==> src/rtl/nes_pkg.sv <==
// Shared definitions for the NES gamepad front end and the display stage that consumes it.
package nes_pkg;

    localparam int NUM_BUTTONS = 8;

    localparam int BTN_A      = 0;
    localparam int BTN_B      = 1;
    localparam int BTN_SELECT = 2;
    localparam int BTN_START  = 3;
    localparam int BTN_UP     = 4;
    localparam int BTN_DOWN   = 5;
    localparam int BTN_LEFT   = 6;
    localparam int BTN_RIGHT  = 7;

    typedef enum logic [2:0] {
        IDLE  = 3'd0,
        LATCH = 3'd1,
        LOW   = 3'd2,
        HIGH  = 3'd3,
        DONE  = 3'd4
    } nes_state_e;

    function automatic int max_int(input int a, input int b);
        return (a > b) ? a : b;
    endfunction

endpackage

==> src/rtl/sync2.sv <==
// Two-flop synchronizer for asynchronous single-bit inputs, with a selectable reset level.
module sync2 #(
    parameter logic RESET_VAL = 1'b0
) (
    input  logic clk,
    input  logic reset,
    input  logic d_i,
    output logic q_o
);

    logic [1:0] sync_q;

    always_ff @(posedge clk) begin
        if (reset) begin
            sync_q <= {2{RESET_VAL}};
        end else begin
            sync_q <= {sync_q[0], d_i};
        end
    end

    assign q_o = sync_q[1];

endmodule

==> src/rtl/nes_controller_reader.sv <==
// Latch/clock sequencer for the NES 4021 pad: one frame per poll period, eight inverted
// samples shifted in LSB first, published as a parallel byte with a one-cycle strobe.
module nes_controller_reader
    import nes_pkg::*;
#(
    parameter int LATCH_CYCLES = 600,
    parameter int HALF_CYCLES  = 300,
    parameter int POLL_CYCLES  = 833_333
) (
    input  logic                   clk,
    input  logic                   reset,
    input  logic                   nesData,
    output logic                   nesLatch,
    output logic                   nesClk,
    output logic [NUM_BUTTONS-1:0] buttons,
    output logic                   buttonsValid
);

    localparam int PHASE_MAX = max_int(LATCH_CYCLES, HALF_CYCLES);
    localparam int PHASE_W   = (PHASE_MAX > 1) ? $clog2(PHASE_MAX) : 1;
    localparam int POLL_W    = $clog2(POLL_CYCLES);
    localparam int BIT_W     = $clog2(NUM_BUTTONS);

    localparam logic [PHASE_W-1:0] LATCH_LAST = PHASE_W'(LATCH_CYCLES - 1);
    localparam logic [PHASE_W-1:0] HALF_LAST  = PHASE_W'(HALF_CYCLES - 1);
    localparam logic [POLL_W-1:0]  POLL_LAST  = POLL_W'(POLL_CYCLES - 1);
    localparam logic [BIT_W-1:0]   BIT_LAST   = BIT_W'(NUM_BUTTONS - 1);

    nes_state_e             state_q, state_d;
    logic [PHASE_W-1:0]     phase_q, phase_d;
    logic [POLL_W-1:0]      poll_q, poll_d;
    logic [BIT_W-1:0]       bit_q, bit_d;
    logic [NUM_BUTTONS-1:0] shift_q, shift_d;
    logic [NUM_BUTTONS-1:0] buttons_q, buttons_d;
    logic                   latch_q, latch_d;
    logic                   nes_clk_q, nes_clk_d;
    logic                   valid_q, valid_d;
    logic                   data_sync;
    logic                   sample;
    logic                   frame_start;

    // Idles released (pull-up level) so reset never looks like a pressed button.
    sync2 #(
        .RESET_VAL(1'b1)
    ) u_data_sync (
        .clk  (clk),
        .reset(reset),
        .d_i  (nesData),
        .q_o  (data_sync)
    );

    always_ff @(posedge clk) begin
        if (reset) begin
            state_q <= IDLE;
        end else begin
            state_q <= state_d;
        end
    end

    always_comb begin
        state_d = state_q;
        case (state_q)
            IDLE:    if (poll_q == POLL_LAST) state_d = LATCH;
            LATCH:   if (phase_q == LATCH_LAST) state_d = LOW;
            LOW:     if (phase_q == HALF_LAST) state_d = (bit_q == BIT_LAST) ? DONE : HIGH;
            HIGH:    if (phase_q == HALF_LAST) state_d = LOW;
            DONE:    state_d = IDLE;
            default: state_d = IDLE;
        endcase
    end

    // Outputs are registered from the next state so they line up with state_q and never glitch.
    always_comb begin
        latch_d   = (state_d == LATCH);
        nes_clk_d = (state_d == HIGH);
        valid_d   = (state_d == DONE);
        buttons_d = (state_d == DONE) ? shift_d : buttons_q;
    end

    always_comb begin
        sample      = (state_q == LOW) && (phase_q == HALF_LAST);
        frame_start = (state_d == LATCH) && (state_q != LATCH);
        phase_d     = (state_d != state_q) ? '0 : phase_q + 1'b1;
        poll_d      = (frame_start || poll_q == POLL_LAST) ? '0 : poll_q + 1'b1;

        bit_d = bit_q;
        if (state_q == IDLE) begin
            bit_d = '0;
        end else if (state_q == HIGH && phase_q == HALF_LAST) begin
            bit_d = bit_q + 1'b1;
        end

        shift_d = sample ? {~data_sync, shift_q[NUM_BUTTONS-1:1]} : shift_q;
    end

    // Poll counter resets to its last value so the first frame starts right after reset.
    always_ff @(posedge clk) begin
        if (reset) begin
            phase_q   <= '0;
            poll_q    <= POLL_LAST;
            bit_q     <= '0;
            shift_q   <= '0;
            buttons_q <= '0;
            latch_q   <= 1'b0;
            nes_clk_q <= 1'b0;
            valid_q   <= 1'b0;
        end else begin
            phase_q   <= phase_d;
            poll_q    <= poll_d;
            bit_q     <= bit_d;
            shift_q   <= shift_d;
            buttons_q <= buttons_d;
            latch_q   <= latch_d;
            nes_clk_q <= nes_clk_d;
            valid_q   <= valid_d;
        end
    end

    assign nesLatch     = latch_q;
    assign nesClk       = nes_clk_q;
    assign buttons      = buttons_q;
    assign buttonsValid = valid_q;

endmodule

==> config.mk <==
export PLATFORM = sky130hd
export DESIGN_NAME = nes_controller_reader
export DESIGN_NICKNAME = d
export VERILOG_FILES = /design/src/rtl/nes_pkg.sv /design/src/rtl/sync2.sv /design/src/rtl/nes_controller_reader.sv
export SDC_FILE = /design/constraint.sdc
export NUM_CORES = 1
export LEC_CHECK = 0
export CAP_MARGIN = 10
export CORE_UTILIZATION = 35
export DETAILED_ROUTE_END_ITERATION = 8
export PLACE_DENSITY_LB_ADDON = 0.12
export SLEW_MARGIN = 20
export SYNTH_ARGS = -nofsm -noshare
export SYNTH_HDL_FRONTEND = slang
export SYNTH_SLANG_ARGS = --single-unit
==> constraint.sdc <==
create_clock -name clk -period 2.15 [get_ports clk]
set_input_delay 0.215 -clock clk [delete_from_list [all_inputs] [get_ports clk]]
set_output_delay 0.215 -clock clk [all_outputs]
set_load 0.02 [all_outputs]
# [Yosys cells after proc, flatten, opt, wreduce, memory -nomap -nowiden]
# Cells that the tools add are included.
[op_classes] reduce_logical=8 bitwise_logic=1 add_sub_neg=3 mux=8 n_eq_ne=12
[op_table] cell="20-bit by 1-bit adder with 20-bit output, second input constant" count=1
[op_table] cell="20-bit equality test, second input constant" count=1
[op_table] cell="20-bit 2-to-1 mux" count=1
[op_table] cell="3-bit 2-to-1 mux" count=5
[op_table] cell="3-bit case mux with 4 select lines" count=1
[op_table] cell="10-bit by 1-bit adder with 10-bit output, second input constant" count=1
[op_table] cell="10-bit equality test, second input constant" count=1
[op_table] cell="10-bit by 9-bit equality test with 1-bit output, second input constant" count=1
[op_table] cell="3-bit by 2-bit equality test with 1-bit output, second input constant" count=3
[op_table] cell="8-bit 2-to-1 mux" count=1
[op_table] cell="3-bit by 1-bit equality test with 1-bit output, second input constant" count=2
[op_table] cell="3-bit equality test, second input constant" count=2
[op_table] cell="2-bit OR reduction" count=3
[op_table] cell="3-bit by 1-bit adder with 3-bit output, second input constant" count=1
[op_table] cell="1-bit logical AND" count=3
[op_table] cell="3-bit zero test" count=1
[op_table] cell="3-bit by 1-bit != test with 1-bit output, second input constant" count=1
[op_table] cell="3-bit != test" count=1
[op_table] cell="1-bit logical OR" count=1
[op_table] cell="1-bit NOT" count=1
[word_totals] ff_bits=57 input_bits=3 out_inout_bits=11

# [Logic depth before layout (Yosys ltp)]
[logic_depth] word_depth=8 mapped_depth=7 ltp_nobuf=6

# [Cells and area by module]
# From an unflattened synthesis, not the netlist that was laid out.
[hier_totals] hier_cells=269 hier_area_um2=2503.7
[by_module_without_submodules] module="nes_controller_reader" area_per_inst_um2=2451.1 n_inst=1 cells_each=265
[by_module_without_submodules] module="sync2" area_per_inst_um2=52.6 n_inst=1 cells_each=4

# [Worst setup path before layout]
# Ideal clock, no wire load.
[synth_path] path_kind="register -> register" from="register phase_q[4]" to="register latch_q (netlist: nesLatch)" required_time_ns=2.060 t_arrival_ns=1.864 stages_incl_launch_ff=6 synth_period_minus_slack_ns=1.954 slack_ns=0.196 n_path_buf=0 setup_ns=0.090 path_cell_list="dfxtp_1 or4_4 or3_4 nor4_2 nor3b_2 nor4bb_2"
[synth_via] elab_chain_cells=4 word_cells_on_any_way=7 classes_between="3 x eq/ne; 4 x mux"
[synth_rtl] item="from (decl)" line="nes_controller_reader.sv:30" text="logic [PHASE_W-1:0] phase_q, phase_d;"
[synth_rtl] item="from (signal assigned)" line="nes_controller_reader.sv:108" text="phase_q <= phase_d;"
[synth_rtl] item="10-bit by 9-bit equality test with 1-bit output / 10-bit equality test (equally long branches)" line="nes_controller_reader.sv:65, nes_controller_reader.sv:66, nes_controller_reader.sv:64"
[synth_rtl] item="3-bit 2-to-1 mux (on tied branches)" line="nes_controller_reader.sv:66, nes_controller_reader.sv:64, nes_controller_reader.sv:65"
[synth_rtl] item="3-bit case mux with 4 select lines (*)" line="nes_controller_reader.sv:62" text="case (state_q)"
[synth_rtl] item="3-bit by 1-bit equality test with 1-bit output (*)" line="nes_controller_reader.sv:74" text="latch_d = (state_d == LATCH);"
[synth_rtl] item="to (signal assigned)" line="nes_controller_reader.sv:113" text="latch_q <= latch_d;"
[synth_rtl] item="to (decl)" line="nes_controller_reader.sv:35" text="logic latch_q, latch_d;"
# Every way passes the cells marked *; elsewhere a longest branch is shown, timed or not.
# A chain may end at the register's enable or synchronous reset.

# [Worst setup path in the final report]
[layout_path] from="register phase_q[9]" to="register latch_q (netlist: nesLatch)"
# The elaborated chain is that of the path after synthesis.

==> metrics.md <==
| Metric | Value |
|---|---|
| Flops & latches, synth | 56 |
| Sequential cell area fraction in the yosys report | 45.1% |
| CP Capture Type | flip-flop |
| Area after DPL | 2850 um2 |
| GRT Overall Usage | 14.3% |
| Critical Path RT | 2.39 ns |
| Commonest non-fill, non-tap cell in the layout | dfxtp_1 |
| Fmax | 493 MHz |
| Number of enable flip-flop cells after synthesis | 0 |
| NumNets Final | 317 |
| Final antenna-violating net count | 0 |
| Initial core utilization | 36.4% |
| Final Max Slew Viols | 0 |
| Hold violation total from the final report | 0 |
| # rows | 30 |
| Vias per std cell | 4.63 |
| Footprint of the multi-input gates | 1290 um2 |
| Syn Area/Cell | 8.88 um2 |
| Drt total wl | 4.82 mm |
| Worst EP arrival | 2.27 ns |
| Worst Hold Class | flip-flop to flip-flop |
| Final setup TNS | 0 ns |
| Most frequent cells in the layout | dfxtp_1, nor2_1, nand2_1, xnor2_1, buf_4 |
| TritonCTS clock tree | done |
| I/O pin cnt | 14 |
| Initial DRT Pass Iterations | 4 |
| Max-cap violations | 0 |
| TritonCTS Buffers | 5 |
| H-tree depth | 2 |
| Initial DRC Count | 57 |
| Synth unique cells | 42 |
| Seq. cell area | 1120 um2 |
| Detailed-route via count | 1881 |
| Syn-to-layout area delta | 19.1% |
| Status | complete, no violations |
| WL/cell | 11.9 um |
| Rel. slew slack | 63.7% |
| CTS Root Cell | clkbuf_8 |
| Initial antenna violation count | 0 |
| Max FO, Critical Path | 3 |
| Pwr Density | 1010 nW/um2 |
| Final Cycle Share | 94.4% |
| Filler instances | 703 |
| Fin area | 2960 um2 |
| Die boundary height | 86.3 um |
| Top_reg_cell synth | dfxtp_1 |
| Setup Skew | 0.00815 ns |
| Die width | 86.3 um |
| Vias in the first global route | 1798 |
| DRC viols | 0 |
| Startpoint Class | flip-flop |
| Gr ovfl total | 0 |
| Largest net degree at the start of global routing | 38 |
| Ys async rst share | 0% |
| CTS max path bufs | 2 |
| Ant diodes | 0 |
| Leakage | 1.09 nW |
| Synth Warn # | 0 |
| Worst vdd ir | 0.315 mV |
| Worst slew pin tran | 0.542 ns |
| Syn_nets | 288 |
| IO buf count | 13 |
| Layout cells sized above 1 | 14.2% |
| Crit path time final | 2.03 ns |
| Placeable Area | 6830 um2 |
| WS Path Type | flip-flop to flip-flop |
| Hpwl dp | 3.45 mm |
| Sink Count | 56 |
| First-pass GRT wire length | 8.46 mm |
| Unrepaired setup endpoints after global routing | false |
| Clock transition at path regs | 0.10 ns |
| Final setup fails | 0 |
| Skew-Pair Late Insertion Delay | 0.32 ns |
| Gate Count Post-Synth | 280 |
| Mapped Area | 2490 um2 |
| Cts hold-fix bufs | 0 |
| Full die area | 7440 um2 |
| Gp weighted congestion | 0.768 |
power breakdown:
part           switching, mW  internal [mW]  leakage (nW)
registers              0.121           1.21         0.455
clock network          0.358          0.233        0.0414
logic                  0.558          0.506         0.595
total                   1.04           1.95          1.09
flip-flops by register name, indices dropped and copies added (netlist names):
name / cells
phase_q: 10
nesLatch: 1
buttonsValid: 1
buttons: 8
state_q: 3
nesClk: 1
shift_q: 7
bit_q: 3
poll_q: 20
u_data_sync.sync_q: 2
layer usage:
metal	part of all wire [%]	vias to the layer above	routed length (um)	global-route usage, %
li1	-	1001	-	-
met1	53	850	2530	20.3
met2	43	24	2080	21.5
met3	2.8	6	133	3.14
met4	1.4	0	68	5.00
met5	0	-	0	0
synth_stat cells (all sizes together), types with 3 or more instances:
cell / count / area (um2)
nor3b: 3 / 27.5
nand2: 30 / 115
xor2: 5 / 43.8
xnor2: 22 / 193
nand4: 5 / 31.3
inv: 10 / 37.5
clkbuf: 11 / 41.3
nand2b: 4 / 25.0
nand3: 16 / 80.1
or2: 4 / 25.0
o21bai: 11 / 82.6
ha: 5 / 62.6
nor4: 4 / 46.3
mux2i: 8 / 80.1
nor2: 38 / 143
a21oi: 9 / 48.8
nor3: 12 / 71.3
and4: 3 / 26.3
dfxtp: 56 / 1120
or3: 5 / 36.3
path summary, 6_finish.rpt:
kind | start | to | slack (ns) | cells past startpoint
worst max-delay path | phase_q[9]$_SDFF_PP0_ | nesLatch$_SDFF_PP0_ | 0.12 | 5
worst min-delay path | u_data_sync.sync_q[1]$_SDFF_PP1_ | shift_q[7]$_SDFF_PP0_ | 0.45 | 1
worst max register to register | phase_q[9]$_SDFF_PP0_ | nesLatch$_SDFF_PP0_ | 0.12 | 5
worst min register to register | u_data_sync.sync_q[1]$_SDFF_PP1_ | shift_q[7]$_SDFF_PP0_ | 0.45 | 1
repair_timing:
action / CTS / global route
gates resized for setup: 0 / 2
setup endpoints to repair: 0 / 11
buffers inserted: 0 / 1
stage by stage:
step / instances / hold slack (ns) / total power, mW / util [%] / setup WS (ns)
floorplan: 280 / 0.319 / 1.99 / - / 0.196
finish: 406 / 0.455 / 2.99 / 43.4 / 0.121
global placement: 397 / 0.424 / 2.42 / 41.8 / 0.0980
detailed placement: 397 / 0.424 / 2.43 / 41.8 / 0.0728
CTS: 405 / 0.450 / 3.02 / 43.1 / 0.0488
global route: 406 / 0.457 / 3.22 / 43.4 / 0.0114
layout make-up:
class	count	share of cell area (%)
multi-input cells	202	43.7
flip-flops and latches	56	37.9
well taps	96	4.06
repair buffers	34	10.1
inverters	10	1.27
clock buffers	6	2.45
clock inverters	2	0.549
critical path, stage by stage, from the launching register on:
cell and delay (ns):
dfxtp_1 0.34, or4_4 0.57, or3_4 0.42, nor4_2 0.26, nor3b_2 0.11, nor4bb_2 0.26
logic make-up (layout without fill, tap and decap cells):
| kind of cell | Yosys count | count (layout) | share of synthesized area, % |
|---|---|---|---|
| fa+ha+maj | 5 | 5 | 2.52 |
| simple gates | 133 | 133 | 28.5 |
| compound gates | 29 | 29 | 7.80 |
| mux | 8 | 8 | 3.22 |
| xor+xnor | 27 | 27 | 9.51 |
| flops | 56 | 56 | 45.1 |
| buf+inv | 22 | 52 | 3.37 |
Note: power is estimated with default switching activity, not from simulation.
